==> src/rtl/kv_cmd_pkg.sv <==
// Shared definitions for the key/value command decoder: opcode encoding,
// opcode ASCII characters and the default line terminator.
package kv_cmd_pkg;

  typedef enum logic [1:0] {
    OP_SET   = 2'd0,
    OP_GET   = 2'd1,
    OP_REFER = 2'd2,
    OP_DEL   = 2'd3
  } kv_op_e;

  localparam logic [7:0] KV_CHAR_SET     = 8'h53; // 'S'
  localparam logic [7:0] KV_CHAR_GET     = 8'h47; // 'G'
  localparam logic [7:0] KV_CHAR_REFER   = 8'h52; // 'R'
  localparam logic [7:0] KV_CHAR_DEL     = 8'h44; // 'D'
  localparam logic [7:0] KV_TERM_DEFAULT = 8'h0A;

endpackage

==> src/rtl/kv_op_lookup.sv <==
// Combinational opcode-character decode; upper-case only, anything else invalid.
module kv_op_lookup
  import kv_cmd_pkg::*;
(
  input  logic [7:0] i_byte,
  output kv_op_e     o_op,
  output logic       o_valid
);

  always_comb begin
    o_op    = OP_SET;
    o_valid = 1'b1;
    case (i_byte)
      KV_CHAR_SET:   o_op = OP_SET;
      KV_CHAR_GET:   o_op = OP_GET;
      KV_CHAR_REFER: o_op = OP_REFER;
      KV_CHAR_DEL:   o_op = OP_DEL;
      default:       o_valid = 1'b0;
    endcase
  end

endmodule

==> src/rtl/cmd_decoder.sv <==
// Byte-stream command line decoder with held output and stall detection.
// Optional error counter output enabled by macro CMD_DECODER_ERRCNT_EN.
module cmd_decoder
  import kv_cmd_pkg::*;
#(
  parameter logic [7:0]  TERM_CHAR = KV_TERM_DEFAULT,
  parameter int unsigned STALL_MAX = 255
) (
  input  logic       clk,
  input  logic       rst_n,
  input  logic       in_valid,
  input  logic [7:0] in_byte,
  output logic       in_ready,
  output logic       cmd_valid,
  input  logic       cmd_ready,
  output logic [1:0] cmd_op,
  output logic [7:0] cmd_key,
  output logic [7:0] cmd_val,
  output logic       err_pulse
`ifdef CMD_DECODER_ERRCNT_EN
  ,
  output logic [7:0] err_count
`endif
);

  localparam logic [2:0] ST_IDLE    = 3'd0;
  localparam logic [2:0] ST_KEY     = 3'd1;
  localparam logic [2:0] ST_VAL     = 3'd2;
  localparam logic [2:0] ST_TERM    = 3'd3;
  localparam logic [2:0] ST_EMIT    = 3'd4;
  localparam logic [2:0] ST_DISCARD = 3'd5;

  localparam int unsigned SW = (STALL_MAX < 2) ? 1 : $clog2(STALL_MAX + 1);
  localparam logic [SW-1:0] STALL_LIM    = SW'(STALL_MAX);
  localparam logic [SW-1:0] STALL_LIM_M1 = SW'(STALL_MAX - 1);

  logic [2:0]    r_state;
  kv_op_e        r_op;
  logic [7:0]    r_key;
  logic [7:0]    r_val;
  logic          r_err;
  logic [SW-1:0] r_stall;

  kv_op_e w_op;
  logic   w_op_ok;
  logic   w_xfer;
  logic   w_is_term;

  kv_op_lookup u_lookup (
    .i_byte  (in_byte),
    .o_op    (w_op),
    .o_valid (w_op_ok)
  );

  assign in_ready  = (r_state != ST_EMIT);
  assign w_xfer    = in_valid && in_ready;
  assign w_is_term = (in_byte == TERM_CHAR);

  always_ff @(posedge clk or negedge rst_n) begin
    if (!rst_n) begin
      r_state <= ST_IDLE;
      r_op    <= OP_SET;
      r_key   <= '0;
      r_val   <= '0;
      r_err   <= 1'b0;
      r_stall <= '0;
    end else begin
      r_err <= 1'b0;
      case (r_state)
        ST_IDLE: if (w_xfer) begin
          if (w_op_ok) begin
            r_op    <= w_op;
            r_val   <= '0;
            r_state <= ST_KEY;
          end else if (!w_is_term) begin
            r_state <= ST_DISCARD;
            r_err   <= 1'b1;
          end
        end
        // Key and value bytes are raw data, even when equal to the terminator.
        ST_KEY: if (w_xfer) begin
          r_key   <= in_byte;
          r_state <= (r_op == OP_SET) ? ST_VAL : ST_TERM;
        end
        ST_VAL: if (w_xfer) begin
          r_val   <= in_byte;
          r_state <= ST_TERM;
        end
        ST_TERM: if (w_xfer) begin
          if (w_is_term) begin
            r_state <= ST_EMIT;
          end else begin
            r_state <= ST_DISCARD;
            r_err   <= 1'b1;
          end
        end
        ST_DISCARD: if (w_xfer && w_is_term) r_state <= ST_IDLE;
        ST_EMIT: begin
          if (cmd_ready) begin
            r_state <= ST_IDLE;
            r_stall <= '0;
          end else if (r_stall != STALL_LIM) begin
            r_stall <= r_stall + 1'b1;
            if (r_stall == STALL_LIM_M1) r_err <= 1'b1;
          end
        end
        default: r_state <= ST_IDLE;
      endcase
    end
  end

  assign cmd_valid = (r_state == ST_EMIT);
  assign cmd_op    = r_op;
  assign cmd_key   = r_key;
  assign cmd_val   = r_val;
  assign err_pulse = r_err;

`ifdef CMD_DECODER_ERRCNT_EN
  logic [7:0] r_err_cnt;

  always_ff @(posedge clk or negedge rst_n) begin
    if (!rst_n)                         r_err_cnt <= '0;
    else if (r_err && r_err_cnt != '1)  r_err_cnt <= r_err_cnt + 1'b1;
  end

  assign err_count = r_err_cnt;
`endif

endmodule

==> config.mk <==
export PLATFORM = sky130hd
export DESIGN_NAME = cmd_decoder
export DESIGN_NICKNAME = d
export VERILOG_FILES = /design/src/rtl/kv_cmd_pkg.sv /design/src/rtl/kv_op_lookup.sv /design/src/rtl/cmd_decoder.sv
export SDC_FILE = /design/constraint.sdc
export NUM_CORES = 1
export LEC_CHECK = 0
export ABC_AREA = 1
export CORE_ASPECT_RATIO = 1.5
export CORE_MARGIN = 1.5
export CORE_UTILIZATION = 38
export DETAILED_ROUTE_END_ITERATION = 8
export PLACE_DENSITY_LB_ADDON = 0.15
export SLEW_MARGIN = 40
export SYNTH_ARGS = -nofsm -noshare
export SYNTH_HDL_FRONTEND = slang
export SYNTH_SLANG_ARGS = --single-unit
export TNS_END_PERCENT = 10
==> constraint.sdc <==
create_clock -name clk -period 1.8 [get_ports clk]
set_clock_uncertainty 0.1 [all_clocks]
set_input_delay 0.18 -clock clk [delete_from_list [all_inputs] [get_ports clk]]
set_output_delay 0.18 -clock clk [all_outputs]
set_load 0.005 [all_outputs]
==> metrics.txt, run 1 <==
Reg-to-Reg End r_state[0]; via count 1576; Die H 83.04 µm; placed wire-length estimate roughly 2900 µm; root buffer cell clkbuf_8; count of final setup violators 0; pre-CTS setup slack -0.02366 ns; TritonRoute pass-1 iters 4; num ports 33; Pwr per Cell Area around 1300 nW/µm²; reg2reg path depth 6; Final period util 89.32%; starting density of the core between 40 and 50%; met3 wire length 121 µm; flops & latches, synth 30; fin crit period between 1.5 and 2 ns; Worst slew margin around three quarters; clock slew at reported path FFs ~0.070 ns; Die X between 50 and 60 µm; top cell type by total area after synthesis dfrtp_1; dominant cells by area after synthesis dfrtp_1 (46%), nand2_1 (17%), nand3_1 (5.9%), o21ai_1 (5.6%), nor2_1 (5.1%); synth warn 0; Slew @ Worst Pin roughly 0.38 ns; Via density about 5.0; setup_tns 0 ns; Worst R2R Start r_state[1]; CP required ~1.9 ns; Avg Inst Size Synth ~7.4 µm²; row count 28; remaining antenna violation count after routing 0; register area share after synthesis around 46%; critical path's largest stage delay about 0.46 ns; register area between 700 and 800 µm²; Net count, final 286; dpl cells around 300; CP Capture Type flop; H-tree depth 2; fin cells 318; CTS tree built; Routed WL per cell 12.08 µm; Final Power approximately 2.8 mW; fin util between 50% and 60%; area grow syn2layout 36.08%; worst path cell trace buf_4, nor3_2, nand3_1, nand3_1, nand2_1, nand2_1; WL final ~3800 µm; Startpoint Class flop; syn_nets between 200 and 250; CP max-delay cell dfrtp_2; Area after DPL ~2100 µm²; vias in the first global route 1549; first-pass GRT wire length between 6000 and 7000 µm; final hold vios 0; setup slack, reg-to-reg about 0.19 ns; Worst VDD drop around 0.66 mV; global route overflow 0; RSZ-0062 raised after global routing false; Top Layer Used met4; worst hold slack between 0.15 and 0.2 ns; initial antenna violation count 0; Worst-Skew Late Latency roughly 0.28 ns; WP data arrival roughly 1.7 ns; multi-input logic area ~770 µm²; PortBufs 32; Lkg Pwr approximately 1.1 nW; max-slew violation count 0; final instance area between 2000 and 2500 µm²; routability cong. between 0.7 and 0.8; f_max ~620 MHz; crit path max fanout 6; Yosys top cell area share 46.26%; CTS Sinks 30; Syn Inst Count 220; GRT Total Usage 17.94%; Yosys cell types 22; status completed; Mapped Area 1623 µm²; clk buf depth 2; largest net degree at the start of global routing 31; met1 layer wirelength in the final routing 1650 µm; DRC Markers 0; hold buffer count at CTS 0; max cap viols 0; Worst Hold Class in -> async; fillers 411; ANT cells 0; final worst slack ~0.19 ns; initial DRC count 45; total CTS buffers 5; layout cell share with drive strength beyond 1 between 15 and 20%; met2 routed WL a little over 2000 µm; core area 4029 µm²; kind of critical path reg -> reg; area of the die around 4700 µm²
[cells by family after synthesis]
logic type | after synthesis | share of synthesized area (%)
buffers and inverters | 27 | 6.476
AO/OA/AOI/OAI | 24 | 8.019
adder cells (fa/ha/maj) | 2 | 1.542
XOR/XNOR | 1 | 0.5398
flip-flops | 30 | 46.26
AND/OR/NAND/NOR | 136 | 37.16
[cell usage after synthesis (all sizes together)]
master,instances
nand2,75
dfrtp,30
inv,24
nor2,22
nand3,20
o21ai,20
nor3,9
nand4,8
buf,3
ha,2
or2,2
a21oi,1
a31o,1
a32oi,1
o21a,1
xor2,1
[worst max path at each step]
stage	from	to	slack, ns	depth (start not counted)
4_1_cts	r_state[0]	cmd_valid	0.003	2
3_3_place_gp	in_byte[2]	cmd_val[0]	0.008	11
2_1_floorplan	r_state[1]	cmd_val[0]	0.37	6
5_1_grt	r_stall[0]	r_stall[0]	0.008	9
6_report	r_state[1]	r_state[0]	0.19	6
3_5_place_dp	in_byte[2]	cmd_val[4]	-0.02	11
[cell type report]
type                            instances  share of cell area (%)
Clock inverter                          2                  0.5666
Tap cell                               45                   2.550
Clock buffer                            6                   3.739
Inverter                               24                   4.079
Sequential cell                        30                   34.05
Timing Repair Buffer                   48                   20.17
Multi-Input combinational cell        163                   34.84
[repair_timing]
item                                    CTS  global route
gates resized for setup                   1             3
cloned                                    0             0
pin swaps                                 1             1
endpoints found under the setup margin    2             3
buffers inserted                          1             2
[routing by layer]
layer  global-route usage (%)  up-vias
li1                         -      817
met4                    6.494        0
met1                    20.61      728
met3                    2.960        4
met2                    32.62       27
met5                        0        -
[cells in the final DEF, fill, tap and decap left out]
cell type / synthesis / layout
inv_1: 14 / 14
clkinvlp_4: 0 / 1
dlymetal6s2s_1: 0 / 2
nor2_1: 22 / 22
clkdlybuf4s50_1: 0 / 30
nor3_4: 1 / 1
nor3_1: 6 / 6
a32oi_1: 1 / 1
nand2_1: 73 / 73
nand4_1: 8 / 8
inv_2: 10 / 10
xor2_1: 1 / 1
a31o_2: 1 / 1
o21a_1: 1 / 1
nand3_2: 1 / 1
dfrtp_2: 0 / 1
nand3_1: 19 / 19
or2_2: 2 / 2
a21oi_1: 1 / 1
buf_4: 0 / 16
ha_2: 0 / 1
dfrtp_1: 30 / 29
clkbuf_8: 0 / 6
nand2_2: 2 / 2
clkinv_2: 0 / 1
ha_1: 2 / 1
o21ai_0: 2 / 2
o21ai_1: 18 / 18
nor3_2: 2 / 2
[flip-flops by register name, indices dropped and copies added (netlist names)]
name       cells
r_stall        8
r_state        3
err_pulse      1
cmd_key        8
cmd_val        8
cmd_op         2
[worst max-delay path, delay by kind of cell (launching register included)]
family        cells  cell delay, ns
buf+inv           1            0.15
simple gates      5            0.84
flops             1            0.46
[report_power, final]
| part | leakage (nW) | switching, mW | total [mW] | internal [mW] |
|---|---|---|---|---|
| Sequential | 0.399 | 0.143 | 1.03 | 0.890 |
| Clock | 0.0472 | 0.261 | 0.568 | 0.307 |
| Combinational | 0.634 | 0.582 | 1.19 | 0.604 |
| Total | 1.08 | 0.986 | 2.79 | 1.80 |
Power figures use the tool's default switching activity.
==> run 2: changes to the inputs <==
DONT_BUFFER_PORTS = 1   (was unset)
REMOVE_ABC_BUFFERS = 1   (was unset)
SKIP_CTS_REPAIR_TIMING = 1   (was unset)
==> metrics.txt, run 2 (synthesized netlist as in run 1, its figures left out) <==
status finished, violations left; failing checks negative hold slack; initial DRC count 66 (+47%); placed wire-length estimate 2932 µm (+2.0%); count of final setup violators 0 (unchanged); Startpoint Class primary input; largest net degree at the start of global routing 31 (unchanged); dpl cells 267 (-13%); fin cells 286 (-10%); RSZ-0062 raised after global routing false; final hold vios 1 (+1); crit path max fanout 4 (-2); final instance area 1962 µm² (-11%); TritonRoute pass-1 iters 4 (unchanged); Worst Hold Class in -> reg; Net count, final 254 (-11%); most frequent cells in the layout nand2_1 (73), dfrtp_1 (30), nor2_1 (22), nand3_1 (19), o21ai_1 (18); via count 1460 (-7.4%); WP data arrival 1.67 ns (-0.06 ns); max cap viols 0 (unchanged); vias in the first global route 1477 (-4.6%); Slew @ Worst Pin 0.3753 ns (-0.006847 ns); setup_tns 0 ns (unchanged); Die H 83.04 µm (unchanged); fin crit period 1.596 ns (-0.01180 ns); GRT Total Usage 18.08% (+0.14 points); DRC Markers 0 (unchanged); CP required 1.88 ns (-0.04 ns); initial antenna violation count 0 (unchanged); CTS Sinks 30 (unchanged); area grow syn2layout 20.89%; Via density 5.105 (+3.0%); Lkg Pwr 0.9694 nW (-10%); Die X 56.36 µm (unchanged); Worst-Skew Late Latency 0.29 ns (about the same); num ports 33 (unchanged); Worst VDD drop 0.7822 mV (+18%); area of the die 4679 µm² (unchanged); starting density of the core 40.28% (unchanged); core area 4029 µm² (unchanged); ANT cells 0 (unchanged); layout cell share with drive strength beyond 1 14.11% (-2.4 points); first-pass GRT wire length 6672 µm (+0.11%); WL final 3917 µm (+2.0%); f_max 626.6 MHz (+0.74%); CP Capture Type flop; worst hold slack -0.009820 ns (-0.2073 ns); H-tree depth 2 (unchanged); PortBufs 0 (-100%); global route overflow 0 (unchanged); Area after DPL 1702 µm² (-18%); Worst slew margin 74.91% (+0.46 points); row count 28 (unchanged); root buffer cell clkbuf_8; CP max-delay cell dlygate4sd3_1; remaining antenna violation count after routing 0 (unchanged); clock slew at reported path FFs 0.07 ns (about the same); total CTS buffers 5 (unchanged); clk buf depth 2 (unchanged); fin util 48.70% (-6.1 points); Routed WL per cell 13.70 µm (+13%); kind of critical path in -> reg; CTS tree built; max-slew violation count 0 (unchanged); CP dominant cell by count nand2_1; Final period util 88.67% (-0.66 points); routability cong. 0.8334 (+9.0%); most common cell after layout, fill and taps aside nand2_1; Pwr per Cell Area 1393 nW/µm² (+10%); critical path's largest stage delay 0.55 ns (+0.09 ns); worst path cell trace dlygate4sd3_1, inv_1, nand2_1, nor2_1, nand2_1, nand2_1, nand2_1, nand2_1, nand3_1, nand2_1, nand2_1
-- run 2: changes by cell type in the layout (fill, tap and decap cells not counted), moves of 2 or more --
cell             before  now
dlymetal6s2s_1        2    0
bufinv_16             0    2
buf_4                16    6
clkdlybuf4s50_1      30    0
dlygate4sd3_1         0    9
-- run 2: area by class of cell --
| type | instances | area [µm²] |
|---|---|---|
| clock buffers | 6 | 82.58 |
| clock inverters | 2 | 60.06 |
| fillers | 424 | 2067 |
| inverters | 24 | 90.09 |
| multi-input cells | 163 | 767.0 |
| flip-flops and latches | 30 | 750.7 |
| well taps | 45 | 56.30 |
| repair buffers | 16 | 155.1 |
-- run 2: per-layer routing --
layer  track usage [%]  part of all wire (%)
met1             18.26                    39
met2             33.37                    55
met3             5.296                   4.0
met4             7.792                   2.3
met5                 0                     0
-- run 2: final timing paths --
check | start | endpoint | slack, ns | cells past startpoint
max | in_byte[6] | r_state[2] | 0.20 | 11
min | in_byte[0] | cmd_key[0] | -0.01 | 2
max reg2reg | r_stall[0] | r_stall[1] | 0.21 | 9
min reg2reg | cmd_key[5] | cmd_key[5] | 0.41 | 2
max in group asynchronous | rst_n | cmd_val[6] | 1.20 | 2
min in group asynchronous | rst_n | cmd_key[0] | 0.22 | 2
-- run 2: metrics by stage --
stage,setup slack (ns),power (mW)
2_1_floorplan,0.3644,1.633
3_3_place_gp,0.2419,1.841
3_5_place_dp,0.1991,1.844
4_1_cts,0.1830,2.715
5_1_grt,0.01936,2.947
6_report,0.2040,2.733
-- run 2: power by group --
part	total [mW]	internal, mW	switching, mW
Combinational	0.770	0.300	0.469
Sequential	1.10	0.889	0.209
Clock	0.865	0.590	0.275
Total	2.73	1.78	0.953
-- run 2: worst max-delay path: cells and delay by family --
kind          cells  cell delay [ns]
simple gates      9             0.87
buf+inv           2             0.64
